==> src/rtl/period_meter_if.sv <==
// Result handshake bundle for period_meter: captured interval plus valid/ready.
interface period_meter_if #(
   parameter int unsigned N = 16
);
   logic [N-1:0] period_o;
   logic         valid_o;
   logic         ready_i;

   modport master (output period_o, output valid_o, input ready_i);
   modport slave  (input period_o, input valid_o, output ready_i);
endinterface

==> src/rtl/period_meter.sv <==
// Measures clock cycles between rising strobe edges; reports P-1 over a
// valid/ready output register, with sticky overflow and lost-result flags.
module period_meter #(
   parameter int unsigned N = 16
) (
   input  logic            clk_i,
   input  logic            reset,
   input  logic            enable_i,
   input  logic            strobe_i,
   period_meter_if.master  out_if,
   output logic            overflow_o,
   output logic            lost_o,
   output logic            busy_o
);

   typedef enum logic [1:0] {IDLE, ARM, MEASURE} state_t;

   state_t       state_q, state_d;
   logic [N-1:0] ctr_q, ctr_d;
   logic [N-1:0] period_q, period_d;
   logic         valid_q, valid_d;
   logic         ovf_q, ovf_d;
   logic         lost_q, lost_d;
   logic         busy_q;
   logic         strobe_q;
   logic         strobe_edge;
   logic         capture;

   assign strobe_edge = strobe_i & ~strobe_q;

   always_comb begin
      state_d  = state_q;
      ctr_d    = ctr_q;
      ovf_d    = ovf_q;
      lost_d   = lost_q;
      period_d = period_q;
      valid_d  = valid_q;
      capture  = 1'b0;

      if (!enable_i) begin
         state_d = IDLE;
         ctr_d   = '0;
         ovf_d   = 1'b0;
         lost_d  = 1'b0;
      end else begin
         case (state_q)
            IDLE: state_d = ARM;
            ARM: begin
               if (strobe_edge) begin
                  state_d = MEASURE;
                  ctr_d   = '0;
               end
            end
            MEASURE: begin
               // an edge coinciding with all-ones is a valid capture of 2^N-1
               if (strobe_edge) begin
                  capture = 1'b1;
                  ctr_d   = '0;
               end else if (ctr_q == '1) begin
                  ovf_d   = 1'b1;
                  state_d = ARM;
               end else begin
                  ctr_d = ctr_q + 1'b1;
               end
            end
            default: state_d = IDLE;
         endcase
      end

      if (capture) begin
         if (!valid_q || out_if.ready_i) begin
            period_d = ctr_q;
            valid_d  = 1'b1;
         end else begin
            lost_d = 1'b1;
         end
      end else if (valid_q && out_if.ready_i) begin
         valid_d = 1'b0;
      end
   end

   always_ff @(posedge clk_i) begin
      if (reset) begin
         state_q  <= IDLE;
         ctr_q    <= '0;
         period_q <= '0;
         valid_q  <= 1'b0;
         ovf_q    <= 1'b0;
         lost_q   <= 1'b0;
         busy_q   <= 1'b0;
         strobe_q <= 1'b0;
      end else begin
         state_q  <= state_d;
         ctr_q    <= ctr_d;
         period_q <= period_d;
         valid_q  <= valid_d;
         ovf_q    <= ovf_d;
         lost_q   <= lost_d;
         busy_q   <= (state_d == MEASURE);
         strobe_q <= strobe_i;
      end
   end

   assign out_if.period_o = period_q;
   assign out_if.valid_o  = valid_q;
   assign overflow_o      = ovf_q;
   assign lost_o          = lost_q;
   assign busy_o          = busy_q;

endmodule

==> src/flat_wrapper.sv <==
// flat-port wrapper written by rule: the top's interface ports become plain ports
module period_meter_flat 
#(
   parameter int unsigned N = 16
)
  (clk_i, reset, enable_i, strobe_i, overflow_o, lost_o, busy_o, out_if_period_o, out_if_valid_o, out_if_ready_i);
  period_meter_if #(.N(N)) out_if_i ();
  input  logic clk_i;
  input  logic reset;
  input  logic enable_i;
  input  logic strobe_i;
  output logic overflow_o;
  output logic lost_o;
  output logic busy_o;
  output wire logic [$bits(out_if_i.period_o)-1:0] out_if_period_o;
  output wire logic [$bits(out_if_i.valid_o)-1:0] out_if_valid_o;
  input wire logic [$bits(out_if_i.ready_i)-1:0] out_if_ready_i;
  assign out_if_period_o = out_if_i.period_o;
  assign out_if_valid_o = out_if_i.valid_o;
  assign out_if_i.ready_i = out_if_ready_i;
  period_meter #(.N(N)) u_core (.clk_i(clk_i), .reset(reset), .enable_i(enable_i), .strobe_i(strobe_i), .out_if(out_if_i), .overflow_o(overflow_o), .lost_o(lost_o), .busy_o(busy_o));
endmodule
==> config.mk <==
export PLATFORM = sky130hd
export DESIGN_NAME = period_meter_flat
export DESIGN_NICKNAME = d
export VERILOG_FILES = /design/src/rtl/period_meter_if.sv /design/src/rtl/period_meter.sv /design/src/flat_wrapper.sv
export SDC_FILE = /design/constraint.sdc
export NUM_CORES = 1
export LEC_CHECK = 0
export ABC_AREA = 0
export BUFFER_PORTS_ARGS = -buffer_cell sky130_fd_sc_hd__buf_2
export CAP_MARGIN = 20
export CELL_PAD_IN_SITES_DETAIL_PLACEMENT = 0
export CELL_PAD_IN_SITES_GLOBAL_PLACEMENT = 1
export CORE_ASPECT_RATIO = 0.5
export CORE_MARGIN = 1
export CORE_UTILIZATION = 42
export CTS_CLUSTER_SIZE = 8
export DETAILED_ROUTE_END_ITERATION = 8
export PLACE_DENSITY_LB_ADDON = 0.25
export RECOVER_POWER = 100
export SLEW_MARGIN = 20
export SYNTH_ARGS = -nofsm -noshare
export SYNTH_HDL_FRONTEND = slang
export SYNTH_SLANG_ARGS = --single-unit
==> constraint.sdc <==
create_clock -name clk_i -period 1.9 [get_ports clk_i]
set_input_delay 0.38 -clock clk_i [delete_from_list [all_inputs] [get_ports clk_i]]
set_output_delay 0.38 -clock clk_i [all_outputs]
set_load 0.03 [all_outputs]
## Word level (Yosys, flattened, before mapping)

Index checks and enable logic that the tools add are counted.

| word-level totals | value |
|---|---|
| flip-flop bits (word level) | 39 |
| bits in latches | 0 |
| bits in writable memories | 0 |
| memory bits (read-only) | 0 |
| output and inout port bits | 20 |
| word-level logic and storage cells | 49 |
| memories kept | 0 |

| operators by class | value |
|---|---|
| $add $sub $neg | 1 |
| multiply operators | 0 |
| divide/modulo/power cells | 0 |
| magnitude comparators | 0 |
| equal/unequal tests | 7 |
| shift-type cells | 0 |
| muxes and demuxes | 18 |
| bitwise gates (word level) | 4 |
| reduce and logical (&&, ||, !) cells | 11 |

Operators with widths:

| cell | count |
|---|---|
| $mux 16 | 3 |
| $pmux 16 s2 | 1 |
| $add 16x1->16 const B | 1 |
| $eq 16x16->1 const B | 1 |
| $mux 1 | 9 |
| $mux 2 | 4 |
| $pmux 2 s3 | 1 |
| $reduce_and 3->1 | 2 |
| $eq 2x2->1 const B | 2 |
| $reduce_and 2->1 | 2 |
| $reduce_bool 2->1 | 2 |
| $ne 3x2->1 const B | 1 |
| $not 1->1 | 3 |
| $eq 2x1->1 const B | 1 |
| $logic_not 2->1 | 1 |
| $ne 2x1->1 const B | 1 |
| $ne 2x2->1 const B | 1 |
| $reduce_or 2->1 | 1 |
| $and 1x1->1 | 1 |
| $logic_and 1x1->1 | 1 |
| $logic_not 1->1 | 1 |
| $logic_or 1x1->1 | 1 |

## Logic depth before layout (Yosys ltp)

| logic depth | value |
|---|---|
| depth after elaboration | 7 |
| gate-level depth with buffers | 8 |
| gate-level depth less buffers | 7 |

## Worst setup path after synthesis

OpenSTA, ideal clock, no wires.

| timing path | value |
|---|---|
| path type | reg-to-reg |
| from | register u_core.state_q[1] |
| to | register u_core.ctr_q[6] |
| setup time | 0.117 ns |
| arrival time | 1.399 ns |
| setup slack | 0.384 ns |
| stages on the path, launching flop included | 8 |
| period minus slack after synthesis | 1.516 ns |
| cell sequence | dfxtp_1 inv_1 ha_1 inv_1 a211oi_4 o2111ai_1 xor2_1 nor2_1 |

| on the way | value |
|---|---|
| word-level cells in the longest chain between the ends | 3 |
| elaborated cells between the ends (all ways) | 7 |

Ends and longest elaborated chain:

| item | line | text |
|---|---|---|
| from (decl) | period_meter.sv:18 | `state_t state_q, state_d;` |
| from (signal assigned) | period_meter.sv:93 | `state_q <= state_d;` |
| $eq 2x2->1 / $eq 2x1->1 (equally long branches) | period_meter.sv:46 | `case (state_q)` |
| $ne 3x2->1 (no source line) (tied with other cells) | - |  |
| $reduce_and 3->1 (no source line) | - |  |
| to (signal assigned) | period_meter.sv:94 | `ctr_q <= ctr_d;` |
| to (decl) | period_meter.sv:19 | `logic [N-1:0] ctr_q, ctr_d;` |

Several ways; a longest one is shown, not always the timed one.
A chain may end at the register's enable or synchronous reset.

## Worst setup path after layout

| timing path | value |
|---|---|
| from | register u_core.state_q[1] |
| to | register u_core.ctr_q[0] |

Same word-level chain as after synthesis.

==> results.md <==
* Status: complete, no violations
* Port Buf Inserts at 24
* Setup TNS at 0 ns
* Layout area overhead at 14.01%
* Final min period at approximately 1.7 ns
* Synth Area per Inst at roughly 9 um^2
* Prevailing post-synth register cell: dfxtp_1
* Setup violations, final at 0
* Clock Power Share at approximately 44%
* Gate power share at ~4.0%
* Drt pass-1 iters at 4
* Worst path top cell family by delay: compound AO/OA/AOI/OAI gates
* Final Wtd Congestion at approximately 0.8
* CTS tree: yes
* Leakage at roughly 0.72 nW
* Cell Chain, Critical Path: inv_1 > ha_1 > inv_1 > a21oi_2 > o21ai_1 > or3_1 > a21oi_1
* Antenna violations before repair at 0
* Cts bufs inserted at 5
* Postcts setup bufs at 0
* CTS H-tree depth at 2
* Most frequent CP cell: inv_1
* Largest net degree at the start of global routing at 21
* Core Util, Final at 51.38%
* Crit path largest cell delay at between 0.4 and 0.5 ns
* Worst R2R Start: u_core.state_q[1]
* Post-CTS Resized at 0
* CTS Sinks at 39
* Final Hold Fails at 0
* Synth top area share at 43.27%
* Post-DP HPWL at 2566 um
* Worst Hold Launch: strobe_i
* DRT iter0 DRCs at 53
* CP endpoint kind: flip-flop
* Area leader, netlist: dfxtp_1
* Slew Viols, Final at 0
* Switching power total at roughly 0.00034 W
* Die height at ~48 um
* Fillcell total at 440
* Root Driver: clkbuf_8
* WS Path Type: flip-flop to flip-flop
* Number of global-route vias before repair at ~1300
* Clock skew at between 0.005 and 0.006 ns
* Max Cap Viol at 0
* Sequential-to-total area share from yosys stat at between 40% and 50%
* Int Power at about 0.0012 W
* Share of cells above drive strength 1 at 12.93%
* CTS Hold Bufs at 0
* Syn_nets at 210
* Fin nets at 241
* WL/cell at about 12 um
* Global-route wire length before repair at between 6000 and 7000 um
* Aggregate global routing overflow at 0
* RSZ-0062 raised after global routing: false
* Data required, critical path at roughly 2.1 ns
* Yosys warning count at 0
* R2R depth at 7
* IO Count at 25
* Slew headroom at 41.02%
* Mapped Area at ~0.0018 mm^2
* Die Span X at 94.69 um
* DRT antenna net count at 0
* Critical path depth at 7
* Worst R2R End: u_core.ctr_q[0]
* Final period util at about nine tenths
* Crit-path max FO at 5
* Synth Instances at 200
* Top post-synthesis cells by area: dfxtp_1, nand2_1, xor2_1, a21oi_1, nor2_1
* Clock-pin slew on the worst setup and hold paths at around 0.08 ns
* Diodes inserted at 0
* GR Util All Layers at 17.59%
* Vias post-DR at roughly 1400
* Sw frac at 21.78%
* Critical-path top delay cell: dfxtp_1
* #FFs+latches synth at 39
* DRC violations left at 0
* Sequential Power Share at between 50% and 60%
* Buf/Inv on CP at 2
* Distinct cells, synth at 41
* Drt total wl at around 3500 um
* Crit path launch: u_core.state_q[1]
* CP endpoint: u_core.ctr_q[0]
* Clock buffer depth at 2
* Worst reg2reg setup slack at ~0.18 ns
* Actual slew at the worst max-slew pin at approximately 0.9 ns
* Max IR drop VDD at around 0.35 mV
* Worst endpoint data arrival time at between 1.5 and 2 ns
* Starting density of the core at ~45%
* Max Clock Freq at 0.5825 GHz
* Core area at 0.004004 mm^2
* Crit start category: flip-flop
* Row cnt at 16
* Worst-Skew Late Latency at roughly 0.29 ns
* Hold Path Class: primary input to flip-flop
* Post-synthesis async set-or-reset flop share at 0%
* Die Area at 0.004578 mm^2
* Cell area power density at 764.8 mW/mm^2
* Vias/cell at roughly 5
* Post-synth EDFFs at 0
==> stage by stage <==
step	cells	hold WS [ns]	instance area [um^2]	worst slack (ns)	total power, W
2_1_floorplan	200	0.4402	1804	0.3841	0.0008881
3_3_place_gp	278	0.4394	1988	0.1536	0.0009076
3_5_place_dp	278	0.4446	1988	0.1003	0.0009085
4_1_cts	286	0.3295	2101	0.1419	0.001590
5_1_grt	286	0.3505	2057	0.03277	0.001642
6_report	286	0.3270	2057	0.1834	0.001573
==> kinds of logic after synthesis <==
kind of cell	count (synthesis)	synth area share, %
multiplexers	1	0.5548
adder cells (fa/ha/maj)	5	3.467
AND/OR/NAND/NOR	89	25.31
XOR/XNOR	13	6.311
buffers and inverters	12	4.576
flip-flops	39	43.27
AO/OA/AOI/OAI	41	16.51
==> placed cells by master, fill, tap and decap left out, types with 2 or more instances in the layout <==
| cell type | synthesis | layout |
|---|---|---|
| xor2_1 | 13 | 13 |
| clkbuf_1 | 3 | 22 |
| ha_1 | 5 | 4 |
| and3_1 | 4 | 4 |
| buf_4 | 1 | 6 |
| nand4_4 | 2 | 2 |
| o21ai_0 | 1 | 2 |
| and3_2 | 2 | 2 |
| a21oi_1 | 19 | 19 |
| nor3_1 | 3 | 3 |
| inv_1 | 3 | 3 |
| nand3_1 | 2 | 2 |
| nand2b_1 | 4 | 4 |
| o2111ai_1 | 5 | 5 |
| a211oi_4 | 2 | 2 |
| buf_2 | 1 | 4 |
| nand4_1 | 5 | 5 |
| nor2_1 | 20 | 20 |
| nand2_1 | 37 | 37 |
| dfxtp_1 | 39 | 39 |
| clkbuf_8 | 1 | 5 |
| o211ai_1 | 6 | 6 |
| nor2b_1 | 2 | 2 |
==> synth_stat cells, types with 2 or more instances <==
cell and number:
nor2b_1 2, o211ai_1 6, and3_1 4, buf_6 3
nand4_4 2, nor2_1 20, ha_1 5, clkbuf_1 3
a211oi_4 2, nand2_1 37, and3_2 2, a21oi_1 19
nand4_1 5, inv_1 3, nand3_1 2, o2111ai_1 5
nor3_1 3, xor2_1 13, nand2b_1 4, dfxtp_1 39
==> area by class of cell <==
| type | count | area, um^2 | area share, % |
|---|---|---|---|
| multi-input combinational | 149 | 932.1 | 45.32 |
| sequential | 39 | 780.7 | 37.96 |
| timing repair buffer | 33 | 152.6 | 7.421 |
| clock buffer | 5 | 68.82 | 3.346 |
| tap | 54 | 67.56 | 3.285 |
| clock inverter | 3 | 43.79 | 2.129 |
| inverter | 3 | 11.26 | 0.5474 |
==> per-layer routing <==
layer	GRT usage, %	share of wire [%]
met3	5.660	6.2
met5	0	0
met4	4.545	0.63
met1	26.52	55
met2	23.74	38
==> registers in the layout (all words and copies together) (netlist names) <==
name and count:
u_core.ctr_q 16, u_core.out_if.period_o 16, u_core.state_q 2, u_core.busy_o 1
u_core.lost_o 1, u_core.out_if.valid_o 1, u_core.overflow_o 1, u_core.strobe_q 1
==> worst min-delay path by stage <==
| stage | end | slack (ns) | cells past startpoint |
|---|---|---|---|
| after CTS | u_core.strobe_q | 0.33 | 2 |
| after global routing | u_core.strobe_q | 0.35 | 2 |
| final | u_core.strobe_q | 0.33 | 2 |
| after detailed placement | u_core.out_if.period_o[5] | 0.44 | 2 |
| after global placement | u_core.out_if.period_o[4] | 0.44 | 2 |
| after floorplan | u_core.out_if.period_o[10] | 0.44 | 2 |
==> power by group through the flow <==
| stage | logic [W] | registers, W | clock network (W) |
|---|---|---|---|
| floorplan | 0.0000473 | 0.000841 | 0 |
| global placement | 0.0000671 | 0.000841 | 0 |
| detailed placement | 0.0000678 | 0.000841 | 0 |
| CTS | 0.0000681 | 0.000821 | 0.000701 |
| global route | 0.0000703 | 0.000822 | 0.000749 |
| finish | 0.0000626 | 0.000821 | 0.000689 |
No activity file was read; power rests on OpenSTA's default activity.
